===== src/rtl/dt_pkg.sv =====
// Constants shared by the distance-transform engine and its image loader.
// Also holds the loader's state encoding.
package dt_pkg;

  localparam int IMG_W     = 128;
  localparam int WORD_BITS = 16;
  localparam int ROM_WORDS = 1024;
  localparam int RAM_BYTES = 16384;

  typedef logic [2:0] ld_state_t;

  localparam ld_state_t ST_IDLE    = 3'd0;
  localparam ld_state_t ST_FETCH   = 3'd1;
  localparam ld_state_t ST_CAPTURE = 3'd2;
  localparam ld_state_t ST_WRITE   = 3'd3;
  localparam ld_state_t ST_FINISH  = 3'd4;

endpackage


===== src/rtl/dt_obj_stats.sv =====
// Object-pixel statistics: count of 1-pixels plus the first and last occupied row.
// Cleared at the start of every load; the values are held between loads.
module dt_obj_stats
  import dt_pkg::*;
#(
  parameter int ROW_W = $clog2(IMG_W)
) (
  input  logic             clk,
  input  logic             reset,
  input  logic             i_clear,
  input  logic             i_valid,
  input  logic             i_pix,
  input  logic [ROW_W-1:0] i_row,
  output logic [2*ROW_W:0] o_obj_cnt,
  output logic [ROW_W-1:0] o_row_min,
  output logic [ROW_W-1:0] o_row_max
);

  logic [2*ROW_W:0] r_obj_cnt;
  logic [ROW_W-1:0] r_row_min;
  logic [ROW_W-1:0] r_row_max;

  // row_min starts at the last row so that the first hit always replaces it
  always_ff @(posedge clk or posedge reset) begin
    if (reset) begin
      r_obj_cnt <= '0;
      r_row_min <= '1;
      r_row_max <= '0;
    end else if (i_clear) begin
      r_obj_cnt <= '0;
      r_row_min <= '1;
      r_row_max <= '0;
    end else if (i_valid && i_pix) begin
      r_obj_cnt <= r_obj_cnt + 1'b1;
      if (i_row < r_row_min) r_row_min <= i_row;
      if (i_row > r_row_max) r_row_max <= i_row;
    end
  end

  assign o_obj_cnt = r_obj_cnt;
  assign o_row_min = r_row_min;
  assign o_row_max = r_row_max;

endmodule


===== src/rtl/dt_img_loader.sv =====
// Expands the packed binary source image from the stimulus ROM into one byte
// per pixel in the result RAM, gathering object statistics on the way.
module dt_img_loader
  import dt_pkg::*;
#(
  parameter int IMG_W     = dt_pkg::IMG_W,
  parameter int WORD_BITS = dt_pkg::WORD_BITS,
  localparam int ROW_W    = $clog2(IMG_W),
  localparam int BIT_W    = $clog2(WORD_BITS),
  localparam int ADDR_W   = 2 * ROW_W,
  localparam int WIDX_W   = ADDR_W - BIT_W
) (
  input  logic                 clk,
  input  logic                 reset,
  input  logic                 start,
  output logic                 busy,
  output logic                 load_done,
  output logic                 sti_rd,
  output logic [WIDX_W-1:0]    sti_addr,
  input  logic [WORD_BITS-1:0] sti_di,
  output logic                 res_wr,
  output logic [ADDR_W-1:0]    res_addr,
  output logic [7:0]           res_do,
  output logic [ADDR_W:0]      obj_cnt,
  output logic [ROW_W-1:0]     row_min,
  output logic [ROW_W-1:0]     row_max,
  output logic                 rows_valid
);

  ld_state_t            r_state;
  logic [WIDX_W-1:0]    r_word_idx;
  logic [BIT_W-1:0]     r_bit_cnt;
  logic [WORD_BITS-1:0] r_shift;
  logic [WORD_BITS-1:0] r_next;
  logic                 r_rows_valid;

  logic w_writing;
  logic w_last_word;
  logic w_prefetch;
  logic w_clear;

  assign w_writing   = (r_state == ST_WRITE);
  assign w_last_word = (r_word_idx == '1);
  assign w_clear     = (r_state == ST_IDLE) && start;
  // Next word is requested three pixels early so it is ready with no write bubble
  assign w_prefetch  = w_writing && (r_bit_cnt == BIT_W'(WORD_BITS - 3)) && !w_last_word;

  always_ff @(posedge clk or posedge reset) begin
    if (reset) begin
      r_state      <= ST_IDLE;
      r_word_idx   <= '0;
      r_bit_cnt    <= '0;
      r_shift      <= '0;
      r_next       <= '0;
      r_rows_valid <= 1'b0;
    end else begin
      case (r_state)
        ST_IDLE: begin
          if (start) begin
            r_state      <= ST_FETCH;
            r_rows_valid <= 1'b0;
            r_word_idx   <= '0;
            r_bit_cnt    <= '0;
          end
        end
        ST_FETCH: r_state <= ST_CAPTURE;
        ST_CAPTURE: begin
          r_shift    <= sti_di;
          r_word_idx <= '0;
          r_bit_cnt  <= '0;
          r_state    <= ST_WRITE;
        end
        ST_WRITE: begin
          r_bit_cnt <= r_bit_cnt + 1'b1;
          r_shift   <= r_shift << 1;
          if (r_bit_cnt == BIT_W'(WORD_BITS - 2)) r_next <= sti_di;
          if (r_bit_cnt == BIT_W'(WORD_BITS - 1)) begin
            r_shift    <= r_next;
            r_word_idx <= r_word_idx + 1'b1;
            if (w_last_word) r_state <= ST_FINISH;
          end
        end
        ST_FINISH: begin
          r_rows_valid <= (obj_cnt != '0);
          r_state      <= ST_IDLE;
        end
        default: r_state <= ST_IDLE;
      endcase
    end
  end

  assign busy      = (r_state == ST_FETCH) || (r_state == ST_CAPTURE) || w_writing;
  assign load_done = (r_state == ST_FINISH);
  assign sti_rd    = (r_state == ST_FETCH) || w_prefetch;
  assign sti_addr  = w_prefetch ? (r_word_idx + 1'b1) : '0;
  assign res_wr    = w_writing;
  assign res_addr  = w_writing ? {r_word_idx, r_bit_cnt} : '0;
  assign res_do    = {7'b0, w_writing & r_shift[WORD_BITS-1]};
  assign rows_valid = r_rows_valid;

  dt_obj_stats #(.ROW_W(ROW_W)) u_stats (
    .clk      (clk),
    .reset    (reset),
    .i_clear  (w_clear),
    .i_valid  (w_writing),
    .i_pix    (r_shift[WORD_BITS-1]),
    .i_row    (r_word_idx[WIDX_W-1 -: ROW_W]),
    .o_obj_cnt(obj_cnt),
    .o_row_min(row_min),
    .o_row_max(row_max)
  );

endmodule


===== config.mk =====
export PLATFORM = sky130hd
export DESIGN_NAME = dt_img_loader
export DESIGN_NICKNAME = d
export VERILOG_FILES = /design/src/rtl/dt_pkg.sv /design/src/rtl/dt_obj_stats.sv /design/src/rtl/dt_img_loader.sv
export SDC_FILE = /design/constraint.sdc
export NUM_CORES = 1
export LEC_CHECK = 0
export CORE_MARGIN = 2
export CORE_UTILIZATION = 35
export CTS_CLUSTER_SIZE = 20
export DETAILED_ROUTE_END_ITERATION = 6
export PLACE_DENSITY = 0.7
export SLEW_MARGIN = 20
export SYNTH_ARGS = -nofsm -noshare
export SYNTH_HDL_FRONTEND = slang
export SYNTH_SLANG_ARGS = --single-unit

===== constraint.sdc =====
create_clock -name clk -period 2.8 [get_ports clk]
set_input_delay 0.84 -clock clk [delete_from_list [all_inputs] [get_ports clk]]
set_output_delay 0.84 -clock clk [all_outputs]
set_load 0.05 [all_outputs]

==> results.md <==
* Outcome: complete, but fails checks
* Violated checks: negative setup slack
* PwrDens at 550.0 mW/mm2
* Unrepaired setup endpoints after global routing: true
* Gate power share at 17.4%
* Synthesized area at 0.004409 mm2
* Core Area at 0.01247 mm2
* Io pins at 85
* Commonest non-fill, non-tap cell in the layout: dfrtp_1
* Largest net degree at the start of global routing at 80
* CP startpoint kind: flop
* Die height at 116.2 um
* #FFs+latches synth at 79
* Async SR Flop Fraction at 100.0%
* Post-DP HPWL at 7969 um
* Gr ovfl total at 0
* Total power at 3.478 mW
* All-layer global routing usage at 17.55%
* Top cells by area, synth: dfrtp_1, ha_1, nor2_1
* Min cycle time layout at 2.897 ns
* Element type at the critical path end: output pin
* Layout cells sized above 1 at 22.83%
* Lkg Pwr at 2.807 nW
* Critical path peak fanout at 4
* Final Wtd Congestion at 0.8304
* Clock transition at path regs at 0.06 ns
* Setup Skew at 0.006896 ns
* Final-report max-slew violation count at 0
* CTS Buf Count at 9
* Synth area leader: dfrtp_1
* MaxCap Viol Count at 0
* WL per Instance at 15.16 um
* Max Used Layer: met4
* Most frequent cells in the layout: dfrtp_1, nand2_1, clkdlybuf4s50_1
* Clk_lat worst skew at 0.34 ns
* Port Buffers at 77
* Met3 Wirelength at 718 um
* P&R area growth vs syn at 43.42%
* Routed wire length at 11170 um
* P_int at 2.498 mW
* Final hold vios at 0
* TritonCTS clock tree: built
* Sequential area share after synthesis at 45.03%
* Clock group share of total power at 44.4%
* Vias at 3832
* Seq pwr share at 38.2%
* Final ANT Viol Nets at 0
* Mean number of vias per cell at 5.199
* Bufs on Longest Clock Path at 2
* Period utilisation layout at 103.5%
* Max VDD drop at 399.2 uV
* Effective utilization at floorplan at 35.37%
* Place WS at -0.05105 ns
* Worst Hold Class: reg2reg
* Post-route DRC at 0
* Syn. warnings at 0
* Synth unique cells at 55
* TritonRoute pass-1 iters at 6
* Final nets at 598
* Cell Rows at 41
* Setup TNS at -0.9405 ns
* Post-synthesis cell count at 467
* Crit Path Category: reg2out
* Ant diodes at 0
* Most used DFF post-synth: dfrtp_1
* Final setup fails at 11
* Syn avg cell area at 9.442 um2
* Fmax at 0.3452 GHz
* DR iter-0 viols at 300
* CP arrival at 2.06 ns
* Switching power total at 0.9802 mW
* Metal-1 WL at 4620 um
* Die area at 0.01351 mm2
* Vias in the first global route at 3777
* Slew headroom at 45.19%
* Clock Tree Root: clkbuf_16
* Clock Sink Count at 79
* Max H-tree Level at 3
* Met2 WL at 5611 um
* Width of the die at 116.2 um
* First-pass GRT wire length at 18630 um
* R2R Setup Slk at 0.57 ns
* CP required at 1.96 ns
* Worst Slack Setup Final at -0.09687 ns
* Slew @ Worst Pin at 0.8204 ns
* Yosys top cell area share at 40.86%
* Sw Share at 28.18%
* Post-synth EDFFs at 0
* Initial antenna violation count at 0
==> cells by family (layout without fill, tap and decap cells) <==
family	after synthesis	after routing	synth area share [%]
flip-flops	79	79	45.03
AND/OR/NAND/NOR	164	164	17.48
multiplexers	32	32	7.718
other	1	7	0.08505
buffers and inverters	66	158	6.413
adder cells (fa/ha/maj)	19	19	5.392
AO/OA/AOI/OAI	93	93	15.29
XOR/XNOR	13	13	2.582
==> final cells by class <==
type                    instances  area [um2]
clock inverters                 7       167.7
multi-input cells             328        2260
flip-flops and latches         79        1986
clock buffers                   9       225.2
repair buffers                113        1350
inverters                      29       120.1
fillers                      1097        6142
well taps                     172       215.2
==> synth_stat cells (all sizes together) (8+ instances only) <==
master	number
dfrtp	72
nand3	12
o21ai	36
mux2i	16
a222oi	15
nand2	50
inv	29
nor2	51
xnor2	10
mux2	16
and2	8
a21oi	13
nand4	10
clkbuf	23
ha	19
buf	14
==> flip-flops by register name (all words and copies together), names as in the netlist <==
register           cells
r_next                16
r_shift               16
u_stats.o_obj_cnt     15
r_word_idx            10
u_stats.o_row_max      7
u_stats.o_row_min      7
r_bit_cnt              4
r_state                3
rows_valid             1
==> repair_timing <==
action,CTS,global route
setup endpoints to repair,11,11
hold buffers,0,0
pin swaps,6,5
resized for setup,8,1
endpoints found under the hold margin,0,0
setup buffers,4,2
==> worst max-delay path, stage by stage, from the launching register on <==
cell,delay (ns)
dfrtp_1,0.36
inv_2,0.05
or3_4,0.42
inv_8,0.06
o41a_1,0.16
nand4_1,0.13
buf_6,0.17
buf_6,0.14
nor2_4,0.10
buf_12,0.14
==> power by group through the flow <==
stage                     Clock [mW]  Sequential [mW]  Combinational (mW)
after CTS                       1.56             1.33               0.611
final                           1.54             1.33               0.605
after global routing            1.61             1.34               0.645
after detailed placement           0             1.35               0.609
after floorplan                    0             1.52               0.229
after global placement             0             1.34               0.598
==> worst paths after layout <==
check | end | startpoint | cells after the start
max in group asynchronous | u_stats.o_row_min[3] | reset | 3
hold reg to reg | r_shift[0] | r_shift[0] | 2
min in group asynchronous | u_stats.o_obj_cnt[6] | reset | 3
hold / removal | r_shift[0] | r_shift[0] | 2
setup / recovery | sti_addr[2] | r_state[0] | 9
setup reg to reg | u_stats.o_row_max[5] | r_word_idx[7] | 6
==> through the flow <==
| stage | instance area (um2) | hold slack [ns] | utilization [%] | instances |
|---|---|---|---|---|
| after global placement | 5852 | 0.4615 | 46.94 | 715 |
| final | 6324 | 0.4837 | 50.73 | 737 |
| after floorplan | 4534 | 0.4505 | - | 473 |
| after global routing | 6324 | 0.5152 | 50.73 | 737 |
| after detailed placement | 5852 | 0.4704 | 46.94 | 715 |
| after CTS | 6309 | 0.4854 | 50.61 | 735 |
==> per-layer routing <==
metal	vias to the layer above	track usage, %
met1	1861	21.68
met4	0	6.190
met3	19	4.826
met5	-	0
met2	130	29.57
li1	1822	-
Note: power is estimated with default switching activity, not from simulation.
